[src/rtl/sha256_block_seq.sv]
// SHA-256 compression sequencer: one combinational round stepped 64 times over a
// 512-bit block, with on-the-fly message schedule, constant ROM and feed-forward add.

module sha256_round (
    input  logic [255:0] state_in,
    input  logic [31:0]  w,
    input  logic [31:0]  k,
    output logic [255:0] state_out
);
    logic [31:0] a, b, c, d, e, f, g, h;
    logic [31:0] big_sigma0, big_sigma1, ch, maj, t1, t2;

    assign {a, b, c, d, e, f, g, h} = state_in;

    assign big_sigma0 = {a[1:0], a[31:2]} ^ {a[12:0], a[31:13]} ^ {a[21:0], a[31:22]};
    assign big_sigma1 = {e[5:0], e[31:6]} ^ {e[10:0], e[31:11]} ^ {e[24:0], e[31:25]};
    assign ch         = (e & f) ^ (~e & g);
    assign maj        = (a & b) ^ (a & c) ^ (b & c);
    assign t1         = h + big_sigma1 + ch + k + w;
    assign t2         = big_sigma0 + maj;

    assign state_out = {t1 + t2, a, b, c, d + t1, e, f, g};
endmodule

module sha256_block_seq #(
    parameter int ROUNDS = 64
) (
    input  logic        ACLK,
    input  logic        ARST,
    input  logic        MSG_WE,
    input  logic [3:0]  MSG_IDX,
    input  logic [31:0] MSG_WDATA,
    input  logic        INIT,
    input  logic        START,
    output logic        BUSY,
    output logic        DONE,
    input  logic [2:0]  HASH_SEL,
    output logic [31:0] HASH_RDATA
);
    typedef enum logic [1:0] {IDLE, ROUND, FINAL} state_t;

    localparam logic [5:0]  LAST_ROUND = 6'(ROUNDS - 1);
    localparam logic [31:0] IV [8] = '{
        32'h6a09e667, 32'hbb67ae85, 32'h3c6ef372, 32'ha54ff53a,
        32'h510e527f, 32'h9b05688c, 32'h1f83d9ab, 32'h5be0cd19
    };

    state_t      state;
    logic [5:0]  t;
    logic [31:0] h_reg  [8];
    logic [31:0] work   [8];
    logic [31:0] buffer [16];
    logic [31:0] window [16];

    logic [255:0] round_in, round_out;
    logic [31:0]  k_word, w_new;

    function automatic logic [31:0] rotr(input logic [31:0] x, input int n);
        return (x >> n) | (x << (32 - n));
    endfunction

    function automatic logic [31:0] small_sigma0(input logic [31:0] x);
        return rotr(x, 7) ^ rotr(x, 18) ^ (x >> 3);
    endfunction

    function automatic logic [31:0] small_sigma1(input logic [31:0] x);
        return rotr(x, 17) ^ rotr(x, 19) ^ (x >> 10);
    endfunction

    function automatic logic [31:0] krom(input logic [5:0] idx);
        case (idx)
            6'd0:  return 32'h428a2f98;  6'd1:  return 32'h71374491;
            6'd2:  return 32'hb5c0fbcf;  6'd3:  return 32'he9b5dba5;
            6'd4:  return 32'h3956c25b;  6'd5:  return 32'h59f111f1;
            6'd6:  return 32'h923f82a4;  6'd7:  return 32'hab1c5ed5;
            6'd8:  return 32'hd807aa98;  6'd9:  return 32'h12835b01;
            6'd10: return 32'h243185be;  6'd11: return 32'h550c7dc3;
            6'd12: return 32'h72be5d74;  6'd13: return 32'h80deb1fe;
            6'd14: return 32'h9bdc06a7;  6'd15: return 32'hc19bf174;
            6'd16: return 32'he49b69c1;  6'd17: return 32'hefbe4786;
            6'd18: return 32'h0fc19dc6;  6'd19: return 32'h240ca1cc;
            6'd20: return 32'h2de92c6f;  6'd21: return 32'h4a7484aa;
            6'd22: return 32'h5cb0a9dc;  6'd23: return 32'h76f988da;
            6'd24: return 32'h983e5152;  6'd25: return 32'ha831c66d;
            6'd26: return 32'hb00327c8;  6'd27: return 32'hbf597fc7;
            6'd28: return 32'hc6e00bf3;  6'd29: return 32'hd5a79147;
            6'd30: return 32'h06ca6351;  6'd31: return 32'h14292967;
            6'd32: return 32'h27b70a85;  6'd33: return 32'h2e1b2138;
            6'd34: return 32'h4d2c6dfc;  6'd35: return 32'h53380d13;
            6'd36: return 32'h650a7354;  6'd37: return 32'h766a0abb;
            6'd38: return 32'h81c2c92e;  6'd39: return 32'h92722c85;
            6'd40: return 32'ha2bfe8a1;  6'd41: return 32'ha81a664b;
            6'd42: return 32'hc24b8b70;  6'd43: return 32'hc76c51a3;
            6'd44: return 32'hd192e819;  6'd45: return 32'hd6990624;
            6'd46: return 32'hf40e3585;  6'd47: return 32'h106aa070;
            6'd48: return 32'h19a4c116;  6'd49: return 32'h1e376c08;
            6'd50: return 32'h2748774c;  6'd51: return 32'h34b0bcb5;
            6'd52: return 32'h391c0cb3;  6'd53: return 32'h4ed8aa4a;
            6'd54: return 32'h5b9cca4f;  6'd55: return 32'h682e6ff3;
            6'd56: return 32'h748f82ee;  6'd57: return 32'h78a5636f;
            6'd58: return 32'h84c87814;  6'd59: return 32'h8cc70208;
            6'd60: return 32'h90befffa;  6'd61: return 32'ha4506ceb;
            6'd62: return 32'hbef9a3f7;  default: return 32'hc67178f2;
        endcase
    endfunction

    assign k_word   = krom(t);
    assign round_in = {work[0], work[1], work[2], work[3], work[4], work[5], work[6], work[7]};
    assign w_new    = small_sigma1(window[14]) + window[9] + small_sigma0(window[1]) + window[0];

    sha256_round u_round (
        .state_in  (round_in),
        .w         (window[0]),
        .k         (k_word),
        .state_out (round_out)
    );

    // NOTE: all state, including the buffer and schedule arrays, is reset so a
    // mid-block reset leaves nothing behind; every sequential assignment is non-blocking.
    always_ff @(posedge ACLK) begin
        if (ARST) begin
            state      <= IDLE;
            BUSY       <= 1'b0;
            DONE       <= 1'b0;
            HASH_RDATA <= '0;
            t          <= '0;
            for (int i = 0; i < 8; i++) begin
                h_reg[i] <= IV[i];
                work[i]  <= '0;
            end
            for (int i = 0; i < 16; i++) begin
                buffer[i] <= '0;
                window[i] <= '0;
            end
        end else begin
            DONE <= 1'b0;
            // On the FINAL edge the read port forwards the sum so DONE and the new H coincide.
            HASH_RDATA <= (state == FINAL) ? h_reg[HASH_SEL] + work[HASH_SEL] : h_reg[HASH_SEL];

            case (state)
                IDLE: begin
                    if (MSG_WE)
                        buffer[MSG_IDX] <= MSG_WDATA;
                    if (INIT)
                        for (int i = 0; i < 8; i++) h_reg[i] <= IV[i];
                    if (START) begin
                        for (int i = 0; i < 8; i++) work[i] <= INIT ? IV[i] : h_reg[i];
                        for (int i = 0; i < 16; i++) window[i] <= buffer[i];
                        t     <= '0;
                        BUSY  <= 1'b1;
                        state <= ROUND;
                    end
                end
                ROUND: begin
                    for (int i = 0; i < 8; i++) work[i] <= round_out[255 - 32*i -: 32];
                    for (int i = 0; i < 15; i++) window[i] <= window[i + 1];
                    window[15] <= w_new;
                    t          <= t + 6'd1;
                    if (t == LAST_ROUND)
                        state <= FINAL;
                end
                FINAL: begin
                    for (int i = 0; i < 8; i++) h_reg[i] <= h_reg[i] + work[i];
                    BUSY  <= 1'b0;
                    DONE  <= 1'b1;
                    state <= IDLE;
                end
                default: state <= IDLE;
            endcase
        end
    end
endmodule
[config.mk]
export PLATFORM = sky130hd
export DESIGN_NAME = sha256_block_seq
export DESIGN_NICKNAME = d
export VERILOG_FILES = /design/src/rtl/sha256_block_seq.sv
export SDC_FILE = /design/constraint.sdc
export NUM_CORES = 2
export LEC_CHECK = 0
export ABC_CLOCK_PERIOD_IN_PS = 7330
export BUFFER_PORTS_ARGS = -buffer_cell sky130_fd_sc_hd__buf_2
export CAP_MARGIN = 30
export CORE_ASPECT_RATIO = 0.8
export CORE_MARGIN = 1.5
export CORE_UTILIZATION = 58
export DETAILED_ROUTE_END_ITERATION = 10
export PLACE_DENSITY = 0.77
export SLEW_MARGIN = 10
export SYNTH_ARGS = -nofsm -noshare
export SYNTH_HDL_FRONTEND = slang
export SYNTH_HIERARCHICAL = 1
export SYNTH_SLANG_ARGS = --single-unit
[constraint.sdc]
create_clock -name ACLK -period 7.33 [get_ports ACLK]
set_input_delay 0 -clock ACLK [delete_from_list [all_inputs] [get_ports ACLK]]
set_output_delay 0 -clock ACLK [all_outputs]
set_load 0.05 [all_outputs]
; After elaboration in Yosys (flattened, before gate mapping)
; Memory sizes are Yosys's and may differ from the RTL's. A register that Yosys moved wholly into a read port is not among the register bits.
; Index checks and enable logic that the tools add are counted.
; W data, S select, Z words.
[totals]
mem_bits_rw = 1536
elab_cells = 232
ff_bits = 42
rom_bits = 2048
memories = 5
[op_classes]
eq_ne = 5
add_sub_neg = 20
reduce_logical = 7
bitwise = 85
mux = 105
[mem_list]
columns = memory, words, width, rd, rd_ports_with_merged_regs, write_ports, line
row1 = (no name shown), 64, 32, 1, 1, 0, 71  ; case (idx)
row2 = buffer, 16, 32, 16, 0, 16, 52  ; logic [31:0] buffer [16];
row3 = window, 16, 32, 16, 0, 16, 53  ; logic [31:0] window [16];
row4 = h_reg, 8, 32, 9, 0, 8, 50  ; logic [31:0] h_reg [8];
row5 = work, 8, 32, 9, 0, 8, 51  ; logic [31:0] work [8];
[ops]
columns = operator, n
row1 = $mux W32, 74
row2 = $add A32 B32 Y32, 19
row3 = $xor A32 B32 Y32, 9
row4 = $and A32 B32 Y32, 5
row5 = $or A1 B1 Y1, 64
row6 = $not A32 Y32, 1
row7 = $or A13 B32 Y32, 1
row8 = $or A14 B32 Y32, 1
row9 = $or A15 B32 Y32, 1
row10 = $or A25 B32 Y32, 1
row11 = $reduce_or A32 Y1, 1
row12 = $xor A32 B22 Y32, 1
row13 = $xor A32 B29 Y32, 1
row14 = $mux W1, 22
row15 = $mux W6, 3
row16 = $pmux W6 S2, 1
row17 = $add A6 B1 Y6 const B, 1
row18 = $eq A6 B6 Y1 const B, 1
row19 = $reduce_and A2 Y1, 3
row20 = $mux W2, 2
row21 = $mux W4, 1
row22 = $ne A2 B2 Y1 const B, 2
row23 = $pmux W2 S2, 1
row24 = $reduce_bool A2 Y1, 2
row25 = 4 further kinds, 4

; Logic depth before layout (Yosys ltp)
[depth]
ltp_word = 8
ltp_mapped = 31
ltp_nobuf = 31

; Modules after synthesis
; The synthesis kept the hierarchy.
[modules_own_cells]
columns = mod, instances, cells_each, seq_area_each_um2, area_per_inst_um2
row1 = sha256_block_seq, 1, 7515, 47285.4, 86180.2
row2 = sha256_round, 1, 1379, 0.0, 11164.5

; Least setup slack after synthesis
; OpenSTA, ideal clock, no wires.
[synth_timing]
kind = flip-flop to flip-flop
start = reg state[0]
end = mem window[3][4] (netlist: window[0][100]), enable pin
path_stages_with_launch = 5
slack_ps = -487
period_less_slack_ps = 7817
setup_ps = 669
arrival_time_ps = 7148
cell_sequence = dfxtp_1 clkbuf_1 o21bai_1 nor2b_1 inv_1
[synth_rtl]
columns = item, line
row1 = start: declaration, 48  ; state_t state;
row2 = start signal: assignment, 122  ; state <= IDLE;
row3 = start signal: assignment, 151  ; state <= ROUND;
row4 = start signal: assignment, 160  ; state <= FINAL;
row5 = end: declaration, 53

==> results.cfg <==
[cts]
root_buffer = clkbuf_16
clk_latency_ps = 840
clock_path_buffers = 3
cts_inserted_buffers = 162
path_clk_slew_ps = 60
cts_sinks = 1610
cts_tree = done
htreeDepth = 4

[die]
coreArea_sq_mm = 0.167
fp-row-count = 134
start_util_pct = 58.4
die-area_sq_mm = 0.170
die_height_um = 369
pin_count = 78
die_w_um = 461

[routing]
avgRoutedWirePerCell_um = 30.7
first_pass_iters = 8
routed_wl_um = 340000
route.vias.total = 74200
drc_errors = 0
drtIter0Drc = 11400
ant_nets = 0
vias_per_cell = 6.70

[global_routing]
grt_pass1_vias = 68200
grt_overflow = 0
grt_first_pass_wirelength_um = 484000
grt_max_degree = 188
antenna_found_initial = 55
grt_use_total_pct = 39.3

[yosys]
async_reset_ff_share_pct = 0
yosysSeqAreaShare_pct = 48.6
syn_area_sq_mm = 0.0973
yosysWarnings = 6
synth-edff-count = 1504
postSynthAreaPerCell_sq_um = 10.9
synth_ff_type = edfxtp_1
synth_seq_cells = 1610
syn_nets = 9554
synth_cell_type_count = 96
synthCells = 8894

[layout]
utilization_pct = 63.1
layout.cells.most_common = edfxtp_1
final_cell_count_no_fill = 11100
area_growth_pct = 8.08
reg_top3 = buffer x512, window x512
final_cell_mix = edfxtp_1, nand2_1, a21oi_1
layout.nets = 9341
drive_gt1_share_pct = 9.24

[timing]
finalHoldViolations = 0
min_period_ps = 7070
hold_ws_ps = 95.7
fin_crit_sh_pct = 96.4
setup-tns-final_ps = 0
fin_skew_ps = 71.8
worst_pin_slew_ps = 1160
finalSetupViolCount = 0
drv_slew = 0
fmax_mhz = 141
relSlewSlack_pct = 22.5
grt_setup_unrepaired = yes

[run]
max_cap_viol_count = 0

[worst_setup_path]
end_kind = register
crit_type = register to register
worstPathMaxFanout = 5
cp-start-kind = register
required_ps = 7890
cp.arrival_ps = 7630

[min_path]
hold_class = input pin to register

[placed_design]
dp.cells = 10700
port_buffers = 77
routabilityCongestion = 1.04
dp_hpwl_um = 242000

[status]
outcome = complete, no violations
-- cell usage after synthesis (128+ instances only) --
cell type  count  area, sq um
xnor2_1      407         3560
xor2_1       174         1520
a22o_1       403         3530
and2_1       532         3330
nor3_1       173          866
fa_1         196         3920
o21ai_0      392         1960
edfxtp_1    1504        45200
a21oi_1      586         2930
nand2_1      935         3510
a21o_1       221         1660
nor2_1       468         1760
clkbuf_1     440         1650
buf_4        192         1440
mux4_2       128         2880
ha_1         420         5260
inv_1        504         1890
-- logic make-up after synthesis --
family	count (synthesis)	synth area share, %
fa+ha+maj	637	9.65
buf+inv	1180	5.30
simple gates	2480	12.1
flops	1610	48.6
xor+xnor	582	5.25
mux	234	4.15
compound gates	2171	15.0
-- final cells by class --
type	count	area, sq um
flip-flops and latches	1610	47300
well taps	2244	2810
diodes	25	62.6
repair buffers	294	2540
clock buffers	205	4370
fillers	13000	61400
clock inverters	97	1100
inverters	509	1930
multi-input cells	6104	45100
-- worst paths after layout --
kind / start / end / slack, ps / cells after the start
setup / recovery: work[7][1] / work[0][31] / 260 / 27
setup reg to reg: work[7][1] / work[0][31] / 260 / 27
hold / removal: MSG_IDX[2] / buffer[0][17] / 100 / 4
hold reg to reg: BUSY / BUSY / 470 / 2
-- worst max-delay path, cell delays in order, from the launching register on --
cell and delay (ps):
edfxtp_1 400, inv_1 80, fa_1 550, fa_1 430, fa_1 500, inv_1 50, ha_1 220, fa_1 500
a211oi_2 240, o21ai_2 120, o21a_1 230, o21ai_0 170, nand2_1 140, a21boi_2 240, buf_4 150, xnor2_1 160
inv_1 110, fa_1 540, inv_1 40, ha_1 360, nand2_1 110, nor2_2 200, nand2b_1 90, o211a_4 270
o21ai_2 200, a31oi_1 130, xnor3_1 380, a22o_1 210
-- stage by stage --
stage	cell area (sq um)	setup slack [ps]
CTS	105000	50.3
finish	105000	262
detailed placement	99100	84.3
global placement	98800	185
floorplan	97300	725
global route	105000	-33.1
-- metal layers --
| layer | vias up | wire length (um) | track usage [%] |
|---|---|---|---|
| met5 | - | 149 | 0 |
| met2 | 5269 | 136000 | 52.4 |
| met4 | 24 | 11700 | 12.2 |
| met1 | 36800 | 136000 | 58.2 |
| li1 | 31600 | - | - |
| met3 | 634 | 56100 | 15.6 |
-- what timing repair did --
action / CTS / global route
hold buffers: 35 / 0
setup buffers: 0 / 2
resized for setup: 0 / 15
endpoints found under the hold margin: 573 / 0
endpoints found under the setup margin: 0 / 9
Power is left out: the tool's default activity adds up to more than one toggle a clock period on the data nets, which glitch-free logic cannot reach.
